--- src/rtl/sdram_client_arbiter.sv ---
// sdram_client_arbiter: shares the byte-wide SDRAM port among LD, CART and SPCH.
// Optional ARB_TIMEOUT_EN adds a WAIT watchdog that fills 8'hFF and sets err.
module sdram_client_arbiter #(
  parameter int AW         = 25,
  parameter int STARVE_MAX = 4,
  parameter int TIMEOUT    = 255
) (
  input  logic          clk_sys,
  input  logic          reset,
  input  logic          ld_req,
  input  logic [AW-1:0] ld_addr,
  input  logic [7:0]    ld_data,
  output logic          ld_ack,
  input  logic          cart_req,
  input  logic [AW-1:0] cart_addr,
  output logic [7:0]    cart_data,
  output logic          cart_ack,
  input  logic          sp_req,
  input  logic [AW-1:0] sp_addr,
  output logic [7:0]    sp_data,
  output logic          sp_ack,
  output logic [AW-1:0] mem_addr,
  output logic          mem_we,
  output logic          mem_rd,
  output logic [7:0]    mem_din,
  input  logic [7:0]    mem_dout,
  input  logic          mem_ready,
  output logic          busy,
  output logic          err
);

  if (STARVE_MAX < 1 || STARVE_MAX > 15 ||
      TIMEOUT < 1 || TIMEOUT > 255) begin : g_bad_cfg
    $error("sdram_client_arbiter: parameter out of range");
  end

  typedef enum logic [1:0] {
    S_IDLE,
    S_ISSUE,
    S_WAIT,
    S_DONE
  } state_t;

  typedef enum logic [1:0] {
    OWN_LD,
    OWN_CART,
    OWN_SPCH
  } owner_t;

  state_t        state;
  state_t        state_nx;
  owner_t        owner;
  owner_t        win;
  logic          any_req;
  logic          sp_first;
  logic          grant;
  logic          finish;
  logic          timed_out;
  logic [7:0]    fill;
  logic [3:0]    starve;
  logic [AW-1:0] addr_q;
  logic [7:0]    din_q;

  assign any_req  = ld_req | cart_req | sp_req;
  assign sp_first = sp_req && (starve == 4'(STARVE_MAX));
  assign grant    = (state == S_IDLE) && any_req;
  assign finish   = (state == S_WAIT) && (mem_ready || timed_out);
  assign fill     = timed_out ? 8'hFF : mem_dout;
  assign busy     = (state != S_IDLE);
  assign mem_addr = addr_q;
  assign mem_din  = din_q;

  // pick the winner: LD first, then CART unless SPCH has starved out
  always_comb begin
    win = OWN_SPCH;
    if (ld_req)
      win = OWN_LD;
    else if (cart_req && !sp_first)
      win = OWN_CART;
  end

  // state register
  always_ff @(posedge clk_sys) begin
    if (reset)
      state <= S_IDLE;
    else
      state <= state_nx;
  end

  // next state, strobes and acks
  always_comb begin
    state_nx = state;
    mem_we   = 1'b0;
    mem_rd   = 1'b0;
    ld_ack   = 1'b0;
    cart_ack = 1'b0;
    sp_ack   = 1'b0;
    unique case (state)
      S_IDLE: begin
        if (any_req)
          state_nx = S_ISSUE;
      end
      S_ISSUE: begin
        mem_we   = (owner == OWN_LD);
        mem_rd   = (owner != OWN_LD);
        state_nx = S_WAIT;
      end
      S_WAIT: begin
        if (mem_ready || timed_out)
          state_nx = S_DONE;
      end
      S_DONE: begin
        ld_ack   = (owner == OWN_LD);
        cart_ack = (owner == OWN_CART);
        sp_ack   = (owner == OWN_SPCH);
        state_nx = S_IDLE;
      end
      default: state_nx = S_IDLE;
    endcase
  end

  // latch owner, address and write byte when a request is granted
  always_ff @(posedge clk_sys) begin
    if (reset) begin
      owner  <= OWN_LD;
      addr_q <= '0;
      din_q  <= '0;
    end else if (grant) begin
      owner <= win;
      unique case (win)
        OWN_LD: begin
          addr_q <= ld_addr;
          din_q  <= ld_data;
        end
        OWN_CART: addr_q <= cart_addr;
        default:  addr_q <= sp_addr;
      endcase
    end
  end

  // count CART grants made while SPCH waits; SPCH grant or idle SPCH clears
  always_ff @(posedge clk_sys) begin
    if (reset)
      starve <= '0;
    else if (state == S_IDLE) begin
      if (!sp_req)
        starve <= '0;
      else if (any_req && win == OWN_SPCH)
        starve <= '0;
      else if (any_req && win == OWN_CART &&
               starve != 4'(STARVE_MAX))
        starve <= starve + 4'd1;
    end
  end

  // per-client read data holding registers
  always_ff @(posedge clk_sys) begin
    if (reset) begin
      cart_data <= '0;
      sp_data   <= '0;
    end else if (finish) begin
      if (owner == OWN_CART)
        cart_data <= fill;
      else if (owner == OWN_SPCH)
        sp_data <= fill;
    end
  end

`ifdef ARB_TIMEOUT_EN
  logic [7:0] wait_cnt;

  assign timed_out = (state == S_WAIT) && !mem_ready &&
                     (wait_cnt == 8'(TIMEOUT - 1));

  // cycles spent in WAIT for the current command
  always_ff @(posedge clk_sys) begin
    if (reset || state != S_WAIT)
      wait_cnt <= '0;
    else
      wait_cnt <= wait_cnt + 8'd1;
  end

  // sticky timeout flag
  always_ff @(posedge clk_sys) begin
    if (reset)
      err <= 1'b0;
    else if (timed_out)
      err <= 1'b1;
  end
`else
  assign timed_out = 1'b0;
  assign err       = 1'b0;
`endif

endmodule
--- config.mk ---
export PLATFORM = sky130hd
export DESIGN_NAME = sdram_client_arbiter
export DESIGN_NICKNAME = d
export VERILOG_FILES = /design/src/rtl/sdram_client_arbiter.sv
export SDC_FILE = /design/constraint.sdc
export NUM_CORES = 1
export LEC_CHECK = 0
export CORE_AREA = 2 2 89 91
export CTS_CLUSTER_SIZE = 10
export DETAILED_ROUTE_END_ITERATION = 16
export DIE_AREA = 0 0 91 93
export MAX_ROUTING_LAYER = met4
export PLACE_DENSITY = 0.79
export REMOVE_ABC_BUFFERS = 1
export SLEW_MARGIN = 0
export SYNTH_ARGS = -nofsm -noshare
export SYNTH_HDL_FRONTEND = slang
export SYNTH_SLANG_ARGS = --single-unit
--- constraint.sdc ---
create_clock -name clk_sys -period 2.18 [get_ports clk_sys]
set_clock_uncertainty 0.15 [all_clocks]
set_input_delay 0.218 -clock clk_sys [delete_from_list [all_inputs] [get_ports clk_sys]]
set_output_delay 0.218 -clock clk_sys [all_outputs]
set_load 0.02 [all_outputs]
# Yosys cells after proc, flatten, opt, wreduce, memory -nomap -nowiden

Cells that the tools add are included.

Bitwise operators: 3
Multiplexer cells: 14
Add/sub/neg operators: 1
Equality and inequality tests: 12
Reductions and logical operators: 18

Operators by type and width:

| operator            | number |
|---|---|
| $pmux 25 s2         | 1 |
| $mux 4              | 3 |
| $eq 2x2->1 const B  | 4 |
| $mux 2              | 4 |
| $pmux 2 s4          | 1 |
| $reduce_and 2->1    | 4 |
| $logic_and 1x1->1   | 7 |
| $eq 2x1->1 const B  | 3 |
| $logic_not 2->1     | 3 |
| $mux 1              | 5 |
| $add 4x1->4 const B | 1 |
| $eq 4x3->1 const B  | 1 |
| $ne 2x2->1 const B  | 2 |
| $ne 4x3->1 const B  | 1 |
| $reduce_bool 2->1   | 2 |
| $ne 3x1->1 const B  | 1 |
| $reduce_and 3->1    | 1 |
| $or 1x1->1          | 2 |
| $logic_not 1->1     | 1 |
| $not 1->1           | 1 |

Output and inout bits: 56
Flip-flop bits (word level): 57
Logic and storage cells: 55

# Longest topological paths before layout

Word-level depth: 12
Gate-level depth with buffers: 8
Mapped depth without buffers: 6

# Worst setup path before layout

OpenSTA, ideal clock, no wires.

Path kind: register -> register
From: register state[0]
To: register addr_q[0] (netlist: mem_addr[0])
Clock period less this slack: 1.688 ns
Buffers on the path: 2
Cell stages (with the launch flop): 9
Data arrival time: 1.419 ns
Required time: 1.911 ns
Path slack: 0.492 ns
Cells stage by stage: dfxtp_1 > inv_1 > ha_1 > o31ai_4 > nor2b_4 > buf_6 > buf_12 > a22oi_2 > o21ai_2

Longest elaborated chain between the ends: 2

RTL lines:

| item                   | RTL line | source |
|---|---|---|
| start, declared        | 50       | `state_t state;` |
| start signal, assigned | 87       | `state <= state_nx;` |
| $logic_not 2->1        | 66       | `assign grant = (state == S_IDLE) && any_req;` |
| $logic_and 1x1->1      | 66       |  |
| end signal, assigned   | 132      | `addr_q <= ld_addr;` |
| end signal, assigned   | 135      | `OWN_CART: addr_q <= cart_addr;` |
| end signal, assigned   | 136      | `default: addr_q <= sp_addr;` |
| end, declared          | 61       | `logic [AW-1:0] addr_q;` |

Every way passes these cells.
A chain may end at the register's enable or synchronous reset.

# Final worst setup path

From: register state[1]
To: output port sp_ack

Longest elaborated chain between the ends: 2

RTL lines:

| item          | RTL line | source |
|---|---|---|
| $eq 2x2->1    | 98       | `unique case (state)` |
| $mux 1        | 98       |  |
| end, declared | 21       | `output logic sp_ack,` |

Every way passes these cells.

==> impl_metrics.yaml <==
timing:
  worst_slew_pin_slew_ns: 0.521
  setup_viol: 0
  period_share_pct: 93.5
  rsz0062_at_grt: "no"
  period_needed_ns: 2.04
  hold_viol_final: 0
  slew_viol_final: 0
  final.setup.tns_ns: 0
  slew_headroom_pct: 65.1
  max_clock_freq_ghz: 0.490
  whs_ns: 0.305
logic_synthesis:
  synth_edf_count: 0
  ys_dominant_reg_cell: "dfxtp_1"
  netlist_instances: 296
  ys_types: 44
  synth_top_cell_by_area: "dfxtp_1"
  yosys-top-cells-area: "dfxtp_1, a22oi_2, mux2i_1"
  ys_async_sr_fraction_pct: 0
  synth_top_cell_area_share_pct: 39.8
  synth-seq-area-share_pct: 39.8
  synth_area_sq_um: 2870
  ys_seq_elements: 57
  yosysWarnings: 0
  syn_avg_cell_area_sq_um: 9.69
finish:
  n_fill_cell: 672
  postLayoutCoreUtil_pct: 62.2
  stdcell_count: 557
  area_growth_pct: 63.4
  final_cell_mix: "clkdlybuf4s50_1, dfxtp_1, nand2_1, a21oi_1, mux2i_1"
  fin_nets: 554
  layout_commonest_cell: "clkdlybuf4s50_1"
  antenna_cells: 0
  drive_gt1_share_pct: 16.7
floorplanning:
  die_h_microns: 93
  die_x_microns: 91
  dieArea_sq_um: 8460
  num_rows: 32
  core_area_sq_um: 7530
  ioPinCount: 153
  start_util_pct: 38.1
routing:
  wl_met3_microns: 643
  drtIter0Drc: 79
  drc: 0
  ant_nets: 0
  wl_met1_microns: 2940
  met2_length_microns: 4100
  wl_per_cell_microns: 14.0
  vias: 2740
  highest_layer: "met4"
  vias_per_cell: 4.92
  first_pass_iters: 6
  wirelength_microns: 7780
hold_path:
  min_from: "cart_data[6]"
  hold_depth: 2
  min_to: "cart_data[6]"
  hold_class: "flop to flop"
global_routing:
  grt_antenna_before_repair: 0
  grt-ovfl-total: 0
  grt_use_total_pct: 19.0
  first_global_vias: 2752
  grt_pass1_wl_microns: 12500
  grt_max_degree: 25
power_and_ir_drop:
  p_leak_nw: 1.75
  power.density_nw_per_um2: 858
  peakVddDrop_mv: 0.420
critical_path:
  r2r_setup_slack_ns: 0.29
  r2r_end: "owner[0]"
  cp.required_ns: 1.81
  crit_fanout: 4
  critical_path_class: "flop to output port"
  startpoint_type: "flop"
  reg2reg_depth: 7
  cp.arrival_ns: 1.67
  cp-end-kind: "output port"
  worstReg2RegStart: "starve[0]"
placement:
  routabilityCongestion: 0.765
  dp_cells: 541
  dp_hpwl_microns: 6130
  io_buffers: 151
clock_network:
  cts_max_level: 3
  cts.clk_slew.worst_paths_ns: 0.06
  cts_sinks: 57
  root_buffer: "clkbuf_8"
  cts_buffers: 9
  cts_tree: "built"
  clock_path_buffers: 2
  clk_latency_ns: 0.31
  postCtsSetupRepairBufs: 0
job:
  maxCapViolations: 0
run_status:
  status: "completed"
worst max-delay path, cell delays in order, from the launching register on:
cell	delay, ns
dfxtp_1	0.39
ha_1	0.19
and3b_1	0.17
clkdlybuf4s50_1	0.60
layer usage:
layer  up-vias  global-route usage [%]
met5         -                       -
met3        10                    6.69
met2       110                    34.4
met1      1255                    19.1
li1       1365                       -
met4         0                    6.82
synthesized netlist by cell type, types with 5 or more instances:
| library cell | number |
|---|---|
| nor3_1 | 6 |
| a21oi_1 | 29 |
| nor2_1 | 11 |
| mux2i_1 | 25 |
| clkbuf_1 | 5 |
| a22oi_2 | 20 |
| dfxtp_1 | 57 |
| o21ai_2 | 20 |
| inv_1 | 8 |
| ha_1 | 7 |
| nand3_1 | 10 |
| nand2_1 | 44 |
sequential cells by signal, summed over array words and instances, names as in the netlist:
register   count
owner          2
mem_din        8
state          2
starve         4
cart_data      8
mem_addr      25
sp_data        8
power breakdown:
group	switching [W]	leakage [nW]	internal [W]
sequential	0.000135	0.466	0.00123
combinational	0.000813	1.18	0.000837
clock	0.000384	0.107	0.000621
stage by stage:
| step | worst slack, ns | total power, W | area (sq um) |
|---|---|---|---|
| after detailed placement | 0.0976 | 0.00305 | 4470 |
| after floorplan | -0.0789 | 0.00221 | 2690 |
| after CTS | 0.0553 | 0.00407 | 4680 |
| after global routing | 0.0494 | 0.00425 | 4680 |
| final | 0.141 | 0.00402 | 4680 |
| after global placement | 0.134 | 0.00301 | 4470 |
worst max-delay path by stage:
stage	startpoint	endpoint	cells after the start
finish	state[1]	sp_ack	3
global route	state[1]	mem_rd	4
CTS	state[0]	busy	4
detailed placement	cart_req	mem_addr[21]	4
global placement	sp_req	mem_addr[1]	6
floorplan	state[0]	mem_addr[20]	6
cell type report:
cell class / instances / area, sq um / share of cell area, %
clock inverters: 2 / 35.0 / 0.748
clock buffers: 14 / 173 / 3.69
well taps: 102 / 128 / 2.72
repair buffers: 163 / 1650 / 35.3
inverters: 8 / 30.0 / 0.641
flip-flops and latches: 57 / 1140 / 24.4
multi-input cells: 211 / 1520 / 32.5
kinds of logic after synthesis:
logic type	Yosys count	synth area share, %
buf+inv	28	7.16
simple gates	93	16.9
fa+ha+maj	7	3.05
mux	25	8.73
flops	57	39.8
compound gates	85	24.2
other cells	1	0.131
what timing repair did:
item                       4_1_cts  5_1_grt
setup endpoints to repair        1        1
hold buffers                     0        0
resized for setup                1        1
(Power assumes the default switching activity.)
